[config.mk]
export PLATFORM = sky130hd
export DESIGN_NAME = perf_counter_multi_flat
export DESIGN_NICKNAME = d
export VERILOG_FILES = /design/src/rtl/perf_counter_multi_if.sv /design/src/rtl/perf_counter_multi.sv /design/src/flat_wrapper.sv
export SDC_FILE = /design/constraint.sdc
export NUM_CORES = 2
export LEC_CHECK = 0
export BUFFER_PORTS_ARGS = -buffer_cell sky130_fd_sc_hd__buf_4
export CAP_MARGIN = 20
export CORE_MARGIN = 1.5
export CORE_UTILIZATION = 31
export DETAILED_ROUTE_END_ITERATION = 7
export SYNTH_ARGS = -nofsm -noshare
export SYNTH_HDL_FRONTEND = slang
export SYNTH_SLANG_ARGS = --single-unit
[constraint.sdc]
create_clock -name clk -period 18.71 [get_ports clk]
set_input_delay 0.9355 -clock clk [delete_from_list [all_inputs] [get_ports clk]]
set_output_delay 0.9355 -clock clk [all_outputs]
set_load 0.01 [all_outputs]
[src/rtl/perf_counter_multi_if.sv]
// rtl/perf_counter_multi_if.sv - Avalon-MM control slave bus bundle for perf_counter_multi
interface perf_counter_multi_if #(
  parameter int ADDR_W = 4
);
  logic [ADDR_W-1:0] address;
  logic              begintransfer;
  logic              read;
  logic              write;
  logic [31:0]       writedata;
  logic [31:0]       readdata;

  modport master (
    output address, begintransfer, read, write, writedata,
    input  readdata
  );

  modport slave (
    input  address, begintransfer, read, write, writedata,
    output readdata
  );
endinterface

[src/rtl/perf_counter_multi.sv]
// rtl/perf_counter_multi.sv - multi-section time/event performance counter with coherent 64-bit reads
module perf_counter_multi #(
  parameter int NUM_SECTIONS = 4,
  parameter int ADDR_W       = 4,
  parameter int TIME_W       = 64,
  parameter int EVENT_W      = 32,
  parameter bit SATURATE     = 1'b0,
  parameter bit EVENT_SRC    = 1'b0
) (
  input  logic                    clk,
  input  logic                    reset,
  perf_counter_multi_if.slave     bus,
  input  logic [NUM_SECTIONS-1:0] event_in
);

  // Section index is everything above the two offset bits; one extra bit of
  // headroom keeps the width legal even for the smallest address map.
  localparam int SEC_W = ADDR_W - 1;

  logic [SEC_W-1:0] sec_idx;
  logic [1:0]       off;
  logic             wr_stb;
  logic             rd_stb;
  logic             sec0_hit;
  logic             greset;
  logic             start_0;
  logic             genable;
  logic             unused_wdata;

  logic [NUM_SECTIONS-1:0]       run_vec;
  logic [NUM_SECTIONS-1:0][31:0] sec_word;
  logic [31:0]                   rd_mux;

  assign sec_idx  = SEC_W'(bus.address >> 2);
  assign off      = bus.address[1:0];
  assign wr_stb   = bus.write & bus.begintransfer;
  assign rd_stb   = bus.read & bus.begintransfer;
  assign sec0_hit = (sec_idx == '0);

  // Section 0 doubles as the global control: a stop with bit 0 set resets
  // everything, and nothing counts unless section 0 runs or is being started.
  assign greset  = wr_stb & sec0_hit & (off == 2'd0) & bus.writedata[0];
  assign start_0 = wr_stb & sec0_hit & (off == 2'd1);
  assign genable = run_vec[0] | start_0;

  // Only the two control bits of writedata carry meaning.
  assign unused_wdata = ^bus.writedata[31:2];

  for (genvar s = 0; s < NUM_SECTIONS; s++) begin : g_sec
    localparam logic [SEC_W-1:0] SID = SEC_W'(s);

    logic               hit;
    logic               stop_s;
    logic               start_s;
    logic               ctl_s;
    logic               lo_rd_s;
    logic               clr_cnt;
    logic               clr_flag;
    logic               t_inc;
    logic               e_inc;
    logic               t_max;
    logic               e_max;
    logic               run_q;
    logic               tovf_q;
    logic               eovf_q;
    logic [TIME_W-1:0]  time_q;
    logic [EVENT_W-1:0] evt_q;
    logic [31:0]        hi_q;
    logic [63:0]        time_ext;
    logic [31:0]        word;

    assign hit      = (sec_idx == SID);
    assign stop_s   = wr_stb & hit & (off == 2'd0);
    assign start_s  = wr_stb & hit & (off == 2'd1);
    assign ctl_s    = wr_stb & hit & (off == 2'd3);
    assign lo_rd_s  = rd_stb & hit & (off == 2'd0);
    assign clr_cnt  = greset | (ctl_s & bus.writedata[0]);
    assign clr_flag = greset | (ctl_s & bus.writedata[1]);
    assign t_inc    = run_q & genable;
    assign e_inc    = (EVENT_SRC ? (event_in[s] & run_q) : start_s) & genable;
    assign t_max    = &time_q;
    assign e_max    = &evt_q;
    assign time_ext = 64'(time_q);
    assign run_vec[s] = run_q;

    // Run bit: stop (or global reset) beats start; otherwise hold.
    always_ff @(posedge clk or posedge reset) begin
      if (reset) begin
        run_q <= 1'b0;
      end else if (greset | stop_s) begin
        run_q <= 1'b0;
      end else if (start_s) begin
        run_q <= 1'b1;
      end
    end

    // Time counter: clear beats count; all-ones either wraps naturally or holds.
    always_ff @(posedge clk or posedge reset) begin
      if (reset) begin
        time_q <= '0;
      end else if (clr_cnt) begin
        time_q <= '0;
      end else if (t_inc) begin
        if (t_max && SATURATE) begin
          time_q <= time_q;
        end else begin
          time_q <= time_q + TIME_W'(1);
        end
      end
    end

    // Event counter: same clear and overflow behaviour as the time counter.
    always_ff @(posedge clk or posedge reset) begin
      if (reset) begin
        evt_q <= '0;
      end else if (clr_cnt) begin
        evt_q <= '0;
      end else if (e_inc) begin
        if (e_max && SATURATE) begin
          evt_q <= evt_q;
        end else begin
          evt_q <= evt_q + EVENT_W'(1);
        end
      end
    end

    // Sticky overflow flags; a clear in the same cycle as an overflow wins.
    always_ff @(posedge clk or posedge reset) begin
      if (reset) begin
        tovf_q <= 1'b0;
        eovf_q <= 1'b0;
      end else if (clr_flag) begin
        tovf_q <= 1'b0;
        eovf_q <= 1'b0;
      end else begin
        if (t_inc & t_max) tovf_q <= 1'b1;
        if (e_inc & e_max) eovf_q <= 1'b1;
      end
    end

    // High-word snapshot taken on the low-word read edge so both halves match.
    always_ff @(posedge clk or posedge reset) begin
      if (reset) begin
        hi_q <= '0;
      end else if (greset) begin
        hi_q <= '0;
      end else if (lo_rd_s) begin
        hi_q <= time_ext[63:32];
      end
    end

    // Per-section read word selected by the offset bits.
    always_comb begin
      word = '0;
      case (off)
        2'd0:    word = time_ext[31:0];
        2'd1:    word = hi_q;
        2'd2:    word = 32'(evt_q);
        default: word = {29'b0, eovf_q, tovf_q, run_q};
      endcase
    end

    assign sec_word[s] = word;
  end

  // Section select; unmapped sections fall through to zero.
  always_comb begin
    rd_mux = '0;
    for (int i = 0; i < NUM_SECTIONS; i++) begin
      if (sec_idx == SEC_W'(i)) rd_mux = sec_word[i];
    end
  end

  // Read data is registered every cycle from the pre-update counter state.
  always_ff @(posedge clk or posedge reset) begin
    if (reset) begin
      bus.readdata <= '0;
    end else begin
      bus.readdata <= rd_mux;
    end
  end

endmodule
[src/flat_wrapper.sv]
// flat-port wrapper written by rule: the top's interface ports become plain ports
module perf_counter_multi_flat 
#(
  parameter int NUM_SECTIONS = 4,
  parameter int ADDR_W       = 4,
  parameter int TIME_W       = 64,
  parameter int EVENT_W      = 32,
  parameter bit SATURATE     = 1'b0,
  parameter bit EVENT_SRC    = 1'b0
)
  (clk, reset, event_in, bus_address, bus_begintransfer, bus_read, bus_write, bus_writedata, bus_readdata);
  perf_counter_multi_if #(.ADDR_W(ADDR_W)) bus_i ();
  input  logic clk;
  input  logic reset;
  input  logic [NUM_SECTIONS-1:0] event_in;
  input wire logic [$bits(bus_i.address)-1:0] bus_address;
  input wire logic [$bits(bus_i.begintransfer)-1:0] bus_begintransfer;
  input wire logic [$bits(bus_i.read)-1:0] bus_read;
  input wire logic [$bits(bus_i.write)-1:0] bus_write;
  input wire logic [$bits(bus_i.writedata)-1:0] bus_writedata;
  output wire logic [$bits(bus_i.readdata)-1:0] bus_readdata;
  assign bus_i.address = bus_address;
  assign bus_i.begintransfer = bus_begintransfer;
  assign bus_i.read = bus_read;
  assign bus_i.write = bus_write;
  assign bus_i.writedata = bus_writedata;
  assign bus_readdata = bus_i.readdata;
  perf_counter_multi #(.NUM_SECTIONS(NUM_SECTIONS), .ADDR_W(ADDR_W), .TIME_W(TIME_W), .EVENT_W(EVENT_W), .SATURATE(SATURATE), .EVENT_SRC(EVENT_SRC)) u_core (.clk(clk), .reset(reset), .bus(bus_i), .event_in(event_in));
endmodule
* Yosys cells after proc, flatten, opt, wreduce, memory -nomap -nowiden
Cells that the tools add are included.
** Word-level totals
- Register bits after elaboration :: 556
- Bits of input ports :: 45
- Word-level logic and storage cells :: 193
- Output and inout port bits :: 32
** Cells by class
- Reductions and logical operators :: 34
- Mux-type cells :: 56
- Add/sub/neg operators :: 8
- Bitwise operators :: 64
- Equality and inequality tests :: 6
** Operators by type and width (count)
- 32-bit two-way mux :: 20
- 64-bit two-way mux :: 8
- 32-bit one-hot mux with 3 select lines :: 4
- 64-bit by 1-bit adder with 64-bit output, second input constant :: 4
- 64-bit AND reduction :: 4
- 32-bit by 1-bit adder with 32-bit output, second input constant :: 4
- 32-bit AND reduction :: 4
- 1-bit AND :: 51
- 2-bit nonzero test :: 24
- 1-bit two-way mux :: 24
- 1-bit OR :: 13
- 2-bit equality test, second input constant :: 4
- 2-bit by 1-bit equality test with 1-bit output, second input constant :: 2
- 3-bit logical NOT :: 1
- 2-bit logical NOT :: 1

* Longest topological paths before layout
- Word-level depth :: 8
- Mapped depth :: 10
- Gate-level depth less buffers :: 6

* Worst setup path before layout
OpenSTA, ideal clock, no wires.
- Kind :: input to register
- Start point :: in bus_begintransfer
- End point :: reg u_core.g_sec[1].time_q[63]
- Stages on the path :: 9
- Required time :: 18632 ps
- Buffers on the path :: 4
- Arrival :: 2920 ps
- Library setup time :: 78 ps
- Slack :: 15712 ps
- Cells stage by stage :: buf_2 and4bb_1 buf_2 a21oi_1 buf_2 or4_1 buf_2 or4_1 a21oi_1
** On the way
- Word-level cells in the longest chain between the ends :: 6
- Elaborated cells between the ends (all ways) :: 13
- Those cells by class :: mux (1); bitwise (11); reduce/logical (1)
** Ends and longest elaborated chain
- start: declaration :: line flat_wrapper.sv:17 : input wire logic [$bits(bus_i.begintransfer)-1:0] bus_begintransfer;
- 1-bit AND * :: line perf_counter_multi.sv:36 : assign wr_stb = bus.write & bus.begintransfer;
- 1-bit AND (on tied branches) (2 in a row) :: line perf_counter_multi.sv:42, perf_counter_multi.sv:43, perf_counter_multi.sv:75
- 1-bit AND (tied with other cells) :: line perf_counter_multi.sv:42 : assign greset = wr_stb & sec0_hit & (off == 2'd0) & bus.writedata[0];
- 1-bit OR or 1-bit AND (tied branches) :: line perf_counter_multi.sv:77, perf_counter_multi.sv:79
- 64-bit two-way mux or 2-bit nonzero test (tied branches)
- end signal: assignment :: line perf_counter_multi.sv:105 : time_q <= time_q;
- end signal: assignment :: line perf_counter_multi.sv:107 : time_q <= time_q + TIME_W'(1);
- end: declaration :: line perf_counter_multi.sv:66 : logic [TIME_W-1:0] time_q;
Every way passes the cells marked *; elsewhere a longest branch is shown, timed or not.
A chain may end at the register's enable or synchronous reset.

* Worst setup path in the final report
- Start point :: in bus_address[2]
- End point :: reg u_core.g_sec[2].time_q[36]
** On the way
- Word-level cells in the longest chain between the ends :: 6
- Elaborated cells between the ends (all ways) :: 14
- Those cells by class :: eq/ne (1); mux (1); bitwise (10); reduce/logical (2)
** Ends and longest elaborated chain
- start: declaration :: line flat_wrapper.sv:16 : input wire logic [$bits(bus_i.address)-1:0] bus_address;
- 2-bit equality test or 3-bit logical NOT (tied branches) :: line perf_counter_multi.sv:72, perf_counter_multi.sv:38
- 1-bit AND (on tied branches) (2 in a row) :: line perf_counter_multi.sv:75, perf_counter_multi.sv:42, perf_counter_multi.sv:43
- 1-bit AND (tied with other cells) :: line perf_counter_multi.sv:77 : assign clr_cnt = greset | (ctl_s & bus.writedata[0]);
- 1-bit OR or 1-bit AND (tied branches) :: line perf_counter_multi.sv:77, perf_counter_multi.sv:79
- 64-bit two-way mux or 2-bit nonzero test (tied branches)
- end signal: assignment :: line perf_counter_multi.sv:105
- end signal: assignment :: line perf_counter_multi.sv:107
- end: declaration :: line perf_counter_multi.sv:66
Parallel ways exist; a longest one is shown, timed or not.

==> results.sh <==
export IMPL_dieArea_mm2=0.09906
export IMPL_die_w_um=314.7
export IMPL_stdcell_count=4671
export IMPL_synthArstFlopShare=1.000
export IMPL_ys_seq_area_frac=0.4618
export IMPL_synth_mux_area_frac=0.05391
export IMPL_rows=114
export IMPL_fin_nets=3399
export IMPL_yosysUniqueCellTypes=61
export IMPL_fin_util=0.3506
export IMPL_grtUsageTotal=0.1911
export IMPL_overflow=0
export IMPL_slew_viol_final=0
export IMPL_viasPerCell=5.615
export IMPL_min_path_type="in2async"
export IMPL_fin_crit_ps=3890
export IMPL_skew_ps=34.36
export IMPL_worst_ep_required_time_ps=19220
export IMPL_final_cell_mix="dfrtp_1, nand2_1, a21oi_1"
export IMPL_cts_buffer_depth=3
export IMPL_path_delay_family="simple AND/OR/NAND/NOR gates"
export IMPL_cts_buffers=67
export IMPL_fmax_mhz=257.1
export IMPL_port_buffers=42
export IMPL_cts_tree="built"
export IMPL_synth_edff_count=0
export IMPL_crit_arrival_ps=4400
export IMPL_area_growth_pct=12.20
export IMPL_ir_drop_mv=0.05461
export IMPL_yosys_area_share_adder=0.003323
export IMPL_tns_ps=0
export IMPL_synth_main_ff_cell="dfrtp_1"
export IMPL_clk_pin_slew_ps=50
export IMPL_path_depth=6
export IMPL_grt_max_degree=167
export IMPL_power_density_mw_per_mm2=88.21
export IMPL_drtIter0Drc=2628
export IMPL_worstPathCellList="buf_4, and4bb_1, a21o_1, nand4_1, or4_1, a21oi_1"
export IMPL_gp_congestion=0.8884
export IMPL_initial_utilization=0.3124
export IMPL_post_cts_buffers=0
export IMPL_io_pins=77
export IMPL_die_h_um=314.7
export IMPL_synth_compound_area_share=0.1392
export IMPL_grt_pass1_wl_um=148800
export IMPL_syn_area_mm2=0.03013
export IMPL_avgSynthCellArea_um2=8.822
export IMPL_drtAntennaViolNets=0
export IMPL_drc=0
export IMPL_wl_per_cell_um=20.38
export IMPL_path_class="in2reg"
export IMPL_clock_latency_ps=630
export IMPL_root_buffer="clkbuf_16"
export IMPL_layout_commonest_cell="dfrtp_1"
export IMPL_synthesis_nets=3468
export IMPL_htree_levels=3
export IMPL_synth_top_family_by_area="simple AND/OR/NAND/NOR gates"
export IMPL_dp_hpwl_um=64750
export IMPL_rsz0062_at_grt="false"
export IMPL_cpPeakStageDelay_ps=850
export IMPL_total_power_w=0.002982
export IMPL_status="finished, final reports clean"
export IMPL_grt_antenna_before_repair=5
export IMPL_crit_path_top_delay_cell="nand4_1"
export IMPL_first_pass_iters=6
export IMPL_min_period_over_period=0.2079
export IMPL_wl_um=95180
export IMPL_critPathBufInv=1
export IMPL_syn_inst=3415
export IMPL_coreArea_mm2=0.09642
export IMPL_postCtsHoldBufs=0
export IMPL_cts_sinks=556
export IMPL_reg2regPathDepth=5
export IMPL_yosysWarningCount=0
export IMPL_dp_cells=4551
export IMPL_final_hold_violation_count=0
export IMPL_finalSetupViolCount=0
export IMPL_num_vias=26230
export IMPL_worst_slew_pin_slew_ps=1006
export IMPL_first_global_vias=24640
export IMPL_synth_xor_area_frac=0.04913
export IMPL_path_max_fanout=72
export IMPL_end_kind="flop"
export IMPL_cts_resized=0
export IMPL_drv_cap=0
export IMPL_drive_gt1_frac=0.07130
export IMPL_cp_start_kind="primary input"
export IMPL_yosys_area_share_simple=0.2593
export IMPL_leakage_nw=13.53
export IMPL_max_slew_margin=0.3295
export IMPL_synth_seq_cells=556
synthesized netlist by cell type, drive strengths merged, types with 7 or more instances:
library cell  count  share of area
dfrtp           556           0.46
nand2           547          0.068
a21oi           307          0.051
nor2            275          0.034
o21ai           198          0.033
clkbuf          169          0.021
nand3           156          0.026
nand4           137          0.029
mux2i           124          0.041
or4              94          0.024
xnor2            91          0.026
xor2             78          0.023
or3              77          0.016
o31ai            72          0.018
nor3             66          0.011
buf              54         0.0076
nor4             51          0.012
o211ai           43          0.011
and3             42         0.0087
and4             37          0.011
inv              37         0.0046
nand2b           27         0.0056
and2             21         0.0044
a32o             17         0.0056
mux4             16          0.012
a221oi           11         0.0032
o22ai            11         0.0023
o22a             10         0.0029
ha                8         0.0033
o21a              8         0.0020
or2               8         0.0017
nor4b             7         0.0022
worst paths after layout:
kind | from | to | slack [ps]
worst min register to register | u_core.g_sec[1].evt_q[17] | u_core.g_sec[1].evt_q[17] | 490
worst max-delay path | bus_address[2] | u_core.g_sec[2].time_ext[36] | 14820
min in group clk | u_core.g_sec[1].evt_q[17] | u_core.g_sec[1].evt_q[17] | 490
worst min-delay path | reset | u_core.g_sec[1].time_ext[38] | 480
max in group asynchronous | reset | u_core.g_sec[3].time_ext[53] | 16020
worst max register to register | u_core.g_sec[0].time_ext[9] | u_core.g_sec[0].tovf_q | 15470
stage by stage:
| step | instance area (um^2) | hold slack [ps] | setup WS (ps) |
|---|---|---|---|
| 2_1_floorplan | 30130 | 443.3 | 2227 |
| 3_3_place_gp | 31580 | 470.8 | 14320 |
| 3_5_place_dp | 31610 | 479.0 | 14280 |
| 4_1_cts | 33780 | 492.0 | 14890 |
| 5_1_grt | 33800 | 502.3 | 14610 |
| 6_report | 33800 | 484.4 | 14820 |
worst register-to-register path, cell delays in order (launching register included):
cell,delay [ps]
dfrtp_1,500
nand4_1,320
nor4_2,760
nand4_1,760
nor3_1,680
o21a_1,170
sequential cells by signal, indices dropped and copies added, names as in the netlist:
| signal | count |
|---|---|
| u_core.g_sec.eovf_q | 4 |
| u_core.g_sec.run_q | 4 |
| u_core.g_sec.tovf_q | 4 |
| u_core.bus.readdata | 32 |
| u_core.g_sec.evt_q | 128 |
| u_core.g_sec.time_ext | 256 |
| u_core.g_sec.hi_q | 128 |
final cells by class:
cell class | count | area (um^2)
multi-input cells | 2599 | 15280
fillers | 10010 | 62620
clock inverters | 16 | 188.9
clock buffers | 101 | 1987
diodes | 1 | 2.502
well taps | 1276 | 1597
repair buffers | 85 | 686.9
inverters | 37 | 146.4
flip-flops and latches | 556 | 13910
per-layer routing:
layer / GRT usage / vias up / share of wire
met5: 0 / - / 0.00024
met4: 0.05649 / 4 / 0.024
met3: 0.03901 / 137 / 0.077
met2: 0.2894 / 816 / 0.44
met1: 0.2738 / 13060 / 0.45
li1: - / 12210 / -
logic make-up after synthesis:
kind of cell / after synthesis
compound gates: 715
xor+xnor: 169
mux: 142
fa+ha+maj: 8
flops: 556
simple gates: 1565
buf+inv: 260
where the power goes:
part | internal [W] | switching (W) | total [W]
Combinational | 0.000104 | 0.000180 | 0.000284
Sequential | 0.00128 | 0.000101 | 0.00138
Clock | 0.000775 | 0.000538 | 0.00131
Total | 0.00216 | 0.000819 | 0.00298
Power figures use the tool's default switching activity.
